### src/rtl/uart_tx_serializer_if.sv
// TX FIFO read-port handshake between the FIFO (master) and the serializer (slave).
// A byte transfers on a clock where tx_valid_i & tx_ready_o are both high.
interface uart_tx_serializer_if;
    logic [7:0] tx_data_i;
    logic       tx_valid_i;
    logic       tx_ready_o;

    modport master (output tx_data_i, output tx_valid_i, input tx_ready_o);
    modport slave  (input tx_data_i, input tx_valid_i, output tx_ready_o);
endinterface

### src/rtl/uart_tx_serializer.sv
// UART transmit serializer: pops bytes from the TX FIFO and shifts them out as
// start / 5-8 data bits (LSB first) / optional even parity / 1-2 stop bits.
// Frame configuration is snapshotted at the pop, so later cfg changes only
// affect the next frame.
// Optional feature: define UART_TX_BREAK_EN to add break_i, which forces the
// line low and blocks pops while the FSM keeps running underneath.
module uart_tx_serializer #(
    parameter int DIV_WIDTH = 16
) (
    input  logic                 clk_i,
    input  logic                 rstn_i,
    input  logic                 cfg_en_i,
    input  logic [DIV_WIDTH-1:0] cfg_div_i,
    input  logic                 cfg_parity_en_i,
    input  logic [1:0]           cfg_bits_i,
    input  logic                 cfg_stop_bits_i,
`ifdef UART_TX_BREAK_EN
    input  logic                 break_i,
`endif
    uart_tx_serializer_if.slave  fifo,
    output logic                 tx_o,
    output logic                 busy_o
);

    typedef enum logic [2:0] {
        S_IDLE, S_START, S_DATA, S_PARITY, S_STOP1, S_STOP2
    } state_t;

    state_t               state_q, state_d;
    logic [DIV_WIDTH-1:0] baud_q, baud_d;
    logic [2:0]           bit_q, bit_d;
    logic [7:0]           shift_q, shift_d;

    // per-frame snapshot
    logic [DIV_WIDTH-1:0] div_q;
    logic [2:0]           last_q;
    logic                 par_en_q;
    logic                 stop2_q;
    logic                 par_q;

    logic                 tx_q, tx_d;
    logic                 busy_q, busy_d;

    logic                 handshake;
    logic                 bit_done;
    logic [7:0]           data_masked;

    // Only idle + enabled can pop; held low in reset so a FIFO can never
    // lose a byte to a flop that is being held.
`ifdef UART_TX_BREAK_EN
    assign fifo.tx_ready_o = (state_q == S_IDLE) & cfg_en_i & rstn_i & ~break_i;
`else
    assign fifo.tx_ready_o = (state_q == S_IDLE) & cfg_en_i & rstn_i;
`endif

    assign handshake   = fifo.tx_valid_i & fifo.tx_ready_o;
    assign bit_done    = (baud_q == div_q);
    // unused upper data bits are cleared so parity only sees transmitted bits
    assign data_masked = fifo.tx_data_i & (8'hFF >> (2'd3 - cfg_bits_i));

    assign tx_o   = tx_q;
    assign busy_o = busy_q;

    // State register
    always_ff @(posedge clk_i or negedge rstn_i) begin
        if (!rstn_i) state_q <= S_IDLE;
        else         state_q <= state_d;
    end

    // Datapath registers: counters, shifter, frame snapshot, registered outputs
    always_ff @(posedge clk_i or negedge rstn_i) begin
        if (!rstn_i) begin
            baud_q   <= '0;
            bit_q    <= '0;
            shift_q  <= '0;
            div_q    <= '0;
            last_q   <= '0;
            par_en_q <= 1'b0;
            stop2_q  <= 1'b0;
            par_q    <= 1'b0;
            tx_q     <= 1'b1;
            busy_q   <= 1'b0;
        end else begin
            baud_q  <= baud_d;
            bit_q   <= bit_d;
            shift_q <= shift_d;
            tx_q    <= tx_d;
            busy_q  <= busy_d;
            if (handshake) begin
                div_q    <= cfg_div_i;
                last_q   <= 3'd4 + {1'b0, cfg_bits_i};
                par_en_q <= cfg_parity_en_i;
                stop2_q  <= cfg_stop_bits_i;
                par_q    <= ^data_masked;
            end
        end
    end

    // Next-state and counter/shifter update
    always_comb begin
        state_d = state_q;
        baud_d  = baud_q;
        bit_d   = bit_q;
        shift_d = shift_q;
        // every non-idle state lasts div+1 clocks; counter wraps at div
        if (state_q != S_IDLE)
            baud_d = bit_done ? '0 : baud_q + DIV_WIDTH'(1);
        case (state_q)
            S_IDLE: begin
                baud_d = '0;
                bit_d  = '0;
                if (handshake) begin
                    state_d = S_START;
                    shift_d = data_masked;
                end
            end
            S_START: if (bit_done) state_d = S_DATA;
            S_DATA: begin
                if (bit_done) begin
                    shift_d = shift_q >> 1;
                    if (bit_q == last_q) begin
                        bit_d   = '0;
                        state_d = par_en_q ? S_PARITY : S_STOP1;
                    end else begin
                        bit_d = bit_q + 3'd1;
                    end
                end
            end
            S_PARITY: if (bit_done) state_d = S_STOP1;
            S_STOP1:  if (bit_done) state_d = stop2_q ? S_STOP2 : S_IDLE;
            S_STOP2:  if (bit_done) state_d = S_IDLE;
            default:  state_d = S_IDLE;
        endcase
    end

    // Output decode from next state so tx_o/busy_o can be registered
    always_comb begin
        busy_d = (state_d != S_IDLE);
        case (state_d)
            S_START:  tx_d = 1'b0;
            S_DATA:   tx_d = shift_d[0];
            S_PARITY: tx_d = par_q;
            default:  tx_d = 1'b1;
        endcase
`ifdef UART_TX_BREAK_EN
        if (break_i) tx_d = 1'b0;
`endif
    end

endmodule
### src/flat_wrapper.sv
// flat-port wrapper written by rule: the top's interface ports become plain ports
module uart_tx_serializer_flat 
#(
    parameter int DIV_WIDTH = 16
)
  (clk_i, rstn_i, cfg_en_i, cfg_div_i, cfg_parity_en_i, cfg_bits_i, cfg_stop_bits_i, tx_o, busy_o, fifo_tx_data_i, fifo_tx_valid_i, fifo_tx_ready_o);
  uart_tx_serializer_if fifo_i ();
  input  logic clk_i;
  input  logic rstn_i;
  input  logic cfg_en_i;
  input  logic [DIV_WIDTH-1:0] cfg_div_i;
  input  logic cfg_parity_en_i;
  input  logic [1:0] cfg_bits_i;
  input  logic cfg_stop_bits_i;
  output logic tx_o;
  output logic busy_o;
  input wire logic [$bits(fifo_i.tx_data_i)-1:0] fifo_tx_data_i;
  input wire logic [$bits(fifo_i.tx_valid_i)-1:0] fifo_tx_valid_i;
  output wire logic [$bits(fifo_i.tx_ready_o)-1:0] fifo_tx_ready_o;
  assign fifo_i.tx_data_i = fifo_tx_data_i;
  assign fifo_i.tx_valid_i = fifo_tx_valid_i;
  assign fifo_tx_ready_o = fifo_i.tx_ready_o;
  uart_tx_serializer #(.DIV_WIDTH(DIV_WIDTH)) u_core (.clk_i(clk_i), .rstn_i(rstn_i), .cfg_en_i(cfg_en_i), .cfg_div_i(cfg_div_i), .cfg_parity_en_i(cfg_parity_en_i), .cfg_bits_i(cfg_bits_i), .cfg_stop_bits_i(cfg_stop_bits_i), .fifo(fifo_i), .tx_o(tx_o), .busy_o(busy_o));
endmodule
### config.mk
export PLATFORM = sky130hd
export DESIGN_NAME = uart_tx_serializer_flat
export DESIGN_NICKNAME = d
export VERILOG_FILES = /design/src/rtl/uart_tx_serializer_if.sv /design/src/rtl/uart_tx_serializer.sv /design/src/flat_wrapper.sv
export SDC_FILE = /design/constraint.sdc
export NUM_CORES = 1
export LEC_CHECK = 0
export CORE_AREA = 2 2 73 75
export DETAILED_ROUTE_END_ITERATION = 12
export DIE_AREA = 0 0 75 77
export HOLD_SLACK_MARGIN = 0.06
export MAX_ROUTING_LAYER = met4
export PLACE_DENSITY = 0.73
export SYNTH_ARGS = -nofsm -noshare
export SYNTH_HDL_FRONTEND = slang
export SYNTH_SLANG_ARGS = --single-unit
### constraint.sdc
create_clock -name clk_i -period 2.5 [get_ports clk_i]
set_input_delay 0.5 -clock clk_i [delete_from_list [all_inputs] [get_ports clk_i]]
set_output_delay 0.5 -clock clk_i [all_outputs]
set_load 0.05 [all_outputs]
# [After elaboration in Yosys (flattened, before gate mapping)]
# Cells that the tools add are included.
[op_classes] n_addsub=4 n_eq_ne=12 n_shift=1 n_mux=20 bitwise_logic=4 reduce_logical=8
[ops] cell="$mux W16" n=3
[ops] cell="$mux W3" n=11
[ops] cell="$pmux W3 S6" n=1
[ops] cell="$add A16 B1 Y16 const B" n=1
[ops] cell="$eq A16 B16 Y1" n=1
[ops] cell="$mux W8" n=2
[ops] cell="$pmux W8 S2" n=1
[ops] cell="$eq A3 B2 Y1 const B" n=4
[ops] cell="$and A8 B8 Y8" n=1
[ops] cell="$reduce_xor A8 Y1" n=1
[ops] cell="$shr A8 B2 Y8 const A" n=1
[ops] cell="$eq A3 B1 Y1 const B" n=2
[ops] cell="$eq A3 B3 Y1 const B" n=2
[ops] cell="$pmux W3 S2" n=1
[ops] cell="$reduce_bool A3 Y1" n=2
[ops] cell="$ne A2 B1 Y1 const B" n=2
[ops] cell="$reduce_bool A2 Y1" n=2
[ops] cell="$add A3 B1 Y3 const B" n=1
[ops] cell="$add A3 B2 Y3 const A" n=1
[ops] cell="$and A1 B1 Y1" n=3
[ops] cell="$eq A3 B3 Y1" n=1
[ops] cell="$logic_not A3 Y1" n=1
[ops] cell="$pmux W1 S3" n=1
[ops] cell="$reduce_and A3 Y1" n=1
[ops] cell="other kinds (2)" n=2
[totals] ff_bits=54 inputBits=32 out_inout_bits=3

# [Logic depth before layout (Yosys ltp)]
[logic_depth] ltp_word=8 mapped_depth=8 ltp_nobuf=7

# [Worst setup path after synthesis]
# OpenSTA, ideal clock, no wires.
[synth_timing] kind="reg-to-reg" from="reg u_core.baud_q[7]" to="reg u_core.busy_q (netlist: u_core.busy_o)" arrival_ns=1.732 path_slack_ns=0.637 path_stages_with_launch=8 n_path_buf=0 cell_sequence="dfrtp_1 xor2_1 nor4_1 nand4_1 o21bai_1 a21oi_2 nor2_1 or3_1"
[synth_via] elab_chain_cells=4 word_cells_on_any_way=8 classes_between="eq/ne: 1; mux: 6; reduce/logical: 1"
[synth_lines] element="start, declared" line="uart_tx_serializer.sv:30" source="logic [DIV_WIDTH-1:0] baud_q, baud_d;"
[synth_lines] element="start signal, assigned" line="uart_tx_serializer.sv:84" source="baud_q <= baud_d;"
[synth_lines] element="$eq A16 B16 Y1 (*)" line="uart_tx_serializer.sv:57" source="assign bit_done = (baud_q == div_q);"
[synth_lines] element="$mux W3, on equally long branches"
[synth_lines] element="$pmux W3 S6 (*)" line="uart_tx_serializer.sv:108" source="case (state_q)"
[synth_lines] element="net u_core.state_d[1]" line="uart_tx_serializer.sv:29" source="state_t state_q, state_d;"
[synth_lines] element="$reduce_bool A3 Y1 (*)" line="uart_tx_serializer.sv:138" source="busy_d = (state_d != S_IDLE);"
[synth_lines] element="net u_core.busy_d" line="uart_tx_serializer.sv:42" source="logic busy_q, busy_d;"
[synth_lines] element="end signal, assigned" line="uart_tx_serializer.sv:88" source="busy_q <= busy_d;"
[synth_lines] element="end, declared" line="uart_tx_serializer.sv:42"
# Mark *: on every way through the listed nets, which the timed path passes. The rest lies on a longest branch.
# A chain may end at the register's enable or synchronous reset.

# [Worst setup path in the final report]
[layout_timing] from="reg u_core.baud_q[7]" to="reg u_core.tx_q (netlist: u_core.tx_o)"
[layout_via] elab_chain_cells=5 word_cells_on_any_way=13 classes_between="eq/ne: 4; mux: 9"
[layout_lines] element="$eq A16 B16 Y1 (*)" line="uart_tx_serializer.sv:57"
[layout_lines] element="$mux W3, on equally long branches"
[layout_lines] element="$pmux W3 S6 (*)" line="uart_tx_serializer.sv:108"
[layout_lines] element="net u_core.state_d[0]" line="uart_tx_serializer.sv:29"
[layout_lines] element="$eq A3 B2 Y1 / $eq A3 B1 Y1 (equally long branches)" line="uart_tx_serializer.sv:139" source="case (state_d)"
[layout_lines] element="$pmux W1 S3 (*)" line="uart_tx_serializer.sv:139"
[layout_lines] element="net u_core.tx_d" line="uart_tx_serializer.sv:41" source="logic tx_q, tx_d;"
[layout_lines] element="end signal, assigned" line="uart_tx_serializer.sv:87" source="tx_q <= tx_d;"
[layout_lines] element="end, declared" line="uart_tx_serializer.sv:41"
# Mark *: on every way through the listed nets, which the timed path passes. The rest lies on a longest branch. The select of a mux whose other input is x is not followed.

==> flow_summary.toml <==
[die]
initial_utilization_pct = 52.6
die_area_mm2 = 0.00578
rows = 26
core-area_mm2 = 0.00498
dieHeight_um = 77
pin_count = 35
dieWidth_um = 75

[detailed_routing]
drt_first_iter_violations = 130
ant_nets = 0
vias = 1956
drt_wl_total_um = 5230
dr.pass1.iters = 4
drc = 0
vias_per_cell = 5.05
wl_per_cell_um = 13.5

[final_layout]
mostFrequentLayoutCells = "nand2_1, dfrtp_1, clkdlybuf4s50_1, xor2_1, nor2_1"
antennaDiodeCount = 0
drive_gt1_share_pct = 7.89
multi_input_area_mm2 = 0.00123
nets = 351
final_common_cell = "nand2_1"
n_fill_cell = 425
syn2layout_area_growth_pct = 20.8
regArea_mm2 = 0.00135

[global_route]
grt_remaining_overflow = 0
track_usage_pct = 21.1
grt_pass1_wl_um = 9220
grt_pass1_vias = 1953
antenna_found_initial = 0
grt_max_degree = 42

[timing]
finalSetupViolations = 0
fin_crit_sh_pct = 86.0
period_needed_ps = 2150
relSlewSlack_pct = 65.4
holdWs_ps = 89.2
timing.final.ws_setup_ps = 350
tightest_slew_ps = 518
max_freq_mhz = 465
hold_violations = 0
rsz0062_at_grt = "false"
tns_ps = 0
slew_violations = 0
skew_ps = 9.84

[clocking]
cts.repair.resized = 0
htree_levels = 2
clk_latency_ps = 310
clk_path_buf_depth = 2
post_cts_buffers = 0
cts.sinks = 54
cts_hold_buffers = 0
cts_root_buf = "clkbuf_8"
clk_pin_slew_ps = 100
cts_tree = "yes"
cts_buffers = 5

[pwr]
p_leak_nw = 1.52
power_w = 0.00271
power.density_mw_per_mm2 = 857
ir_drop_v = 0.000537

[place]
place_congestion = 0.785
io_buffers = 34
dp.final_hpwl_um = 3780
pre_cts_slack_ps = 386

[status]
status = "finished, final reports clean"

[synthesis]
synth.avg_cell_area_um2 = 9.49
synth_edf_count = 0
async_flop_share_pct = 100
ys_seq_area_share_pct = 51.6
netlist_area_mm2 = 0.00262
ys_seq_elements = 54
synth_area_leaders = "dfrtp_1, nand2_1, xor2_1, nor2_1, xnor2_1"
synthCells = 276
yosysTopAreaCellShare_pct = 50.6
synthesis.nets = 310
yosysWarnings = 0
ys.flop_type = "dfrtp_1"
yosys.cell_types.count = 43
yosysTopAreaCell = "dfrtp_1"

[setup_path]
r2r_start = "u_core.baud_q[7]"
r2r_cells = 7
rr_endpoint = "u_core.tx_o"
path_class = "reg2reg"
critPathCaptureType = "register"
worstPathMaxFanout = 11
rrSetupSlack_ps = 350
start_kind = "register"
worstPathArrival_ps = 2380
required_ps = 2730

[run]
drv_cap = 0

[min_path]
hp-class = "in2async"
==> layout make-up <==
type                       count  area share [%]
sequential                    54            42.7
multi-input combinational    213            39.0
timing repair buffer          41            12.6
tap                           70            2.77
clock buffer                   5            2.17
clock inverter                 2           0.474
inverter                       2           0.237
==> worst max-delay path: stages, from the launching register on <==
cell and delay, ps:
dfrtp_1 450, xor2_1 160, nor4_1 310, nand4_1 170, buf_4 220, o311ai_1 470, a41oi_1 180, o21ai_0 110
==> routing by layer <==
| layer | global-route usage [%] | up-vias | share of wire [%] | wire (µm) |
|---|---|---|---|---|
| met1 | 31.1 | 926 | 50 | 2620 |
| li1 | - | 996 | - | - |
| met4 | 6.79 | 0 | 1.4 | 72 |
| met3 | 4.07 | 7 | 2.9 | 149 |
| met2 | 29.4 | 27 | 46 | 2390 |
| met5 | - | - | 0 | 0 |
==> synthesized netlist by cell type (2+ instances only) <==
cell type and instances:
nand4_1 4, xnor2_1 9, a21oi_1 2, a32oi_1 2, and3_1 4, clkbuf_1 4, dfrtp_1 53, nor2_1 22
and2_1 2, nand2_1 80, nor2b_1 4, a22o_1 5, o21ai_0 8, nand3_1 8, inv_1 2, a22oi_1 3
ha_1 2, o21ai_1 3, nor4_1 4, nor3_1 2, xor2_1 30, or3_1 2
==> how the worst max path moves through the flow <==
stage | end | depth (start not counted) | start | slack (ps)
after floorplan | u_core.busy_o | 7 | u_core.baud_q[7] | 640
after global placement | u_core.tx_o | 8 | cfg_en_i | 430
after detailed placement | u_core.tx_o | 7 | u_core.baud_q[7] | 390
after CTS | u_core.tx_o | 7 | u_core.baud_q[7] | 360
after global routing | u_core.tx_o | 7 | u_core.baud_q[0] | 90
final | u_core.tx_o | 7 | u_core.baud_q[7] | 350
==> through the flow <==
step	instance area (µm²)	cells	util, %
after floorplan	2620	276	-
after global placement	3080	380	61.9
after detailed placement	3080	380	61.9
after CTS	3160	387	63.6
after global routing	3160	387	63.6
final	3160	387	63.6
==> logic make-up after synthesis <==
logic type               Yosys count  share of synthesized area [%]
AO/OA/AOI/OAI                     29                           7.64
XOR/XNOR                          39                           13.0
adder cells (fa/ha/maj)            2                          0.955
buffers and inverters              9                           1.48
flip-flops                        54                           51.6
multiplexers                       2                          0.812
AND/OR/NAND/NOR                  141                           24.5
==> sequential cells by signal (all words and copies together), names as in the netlist <==
name             cells
u_core.baud_q       16
u_core.shift_q       8
u_core.div_q        16
u_core.tx_o          1
u_core.busy_o        1
u_core.last_q        3
u_core.par_en_q      1
u_core.stop2_q       1
u_core.bit_q         3
u_core.state_q       3
u_core.par_q         1
==> power breakdown <==
group          switching (W)  total, W  internal, W
clock               0.000276  0.000467     0.000192
sequential          0.000238   0.00140      0.00117
combinational       0.000464  0.000840     0.000376
(Power assumes the default switching activity.)
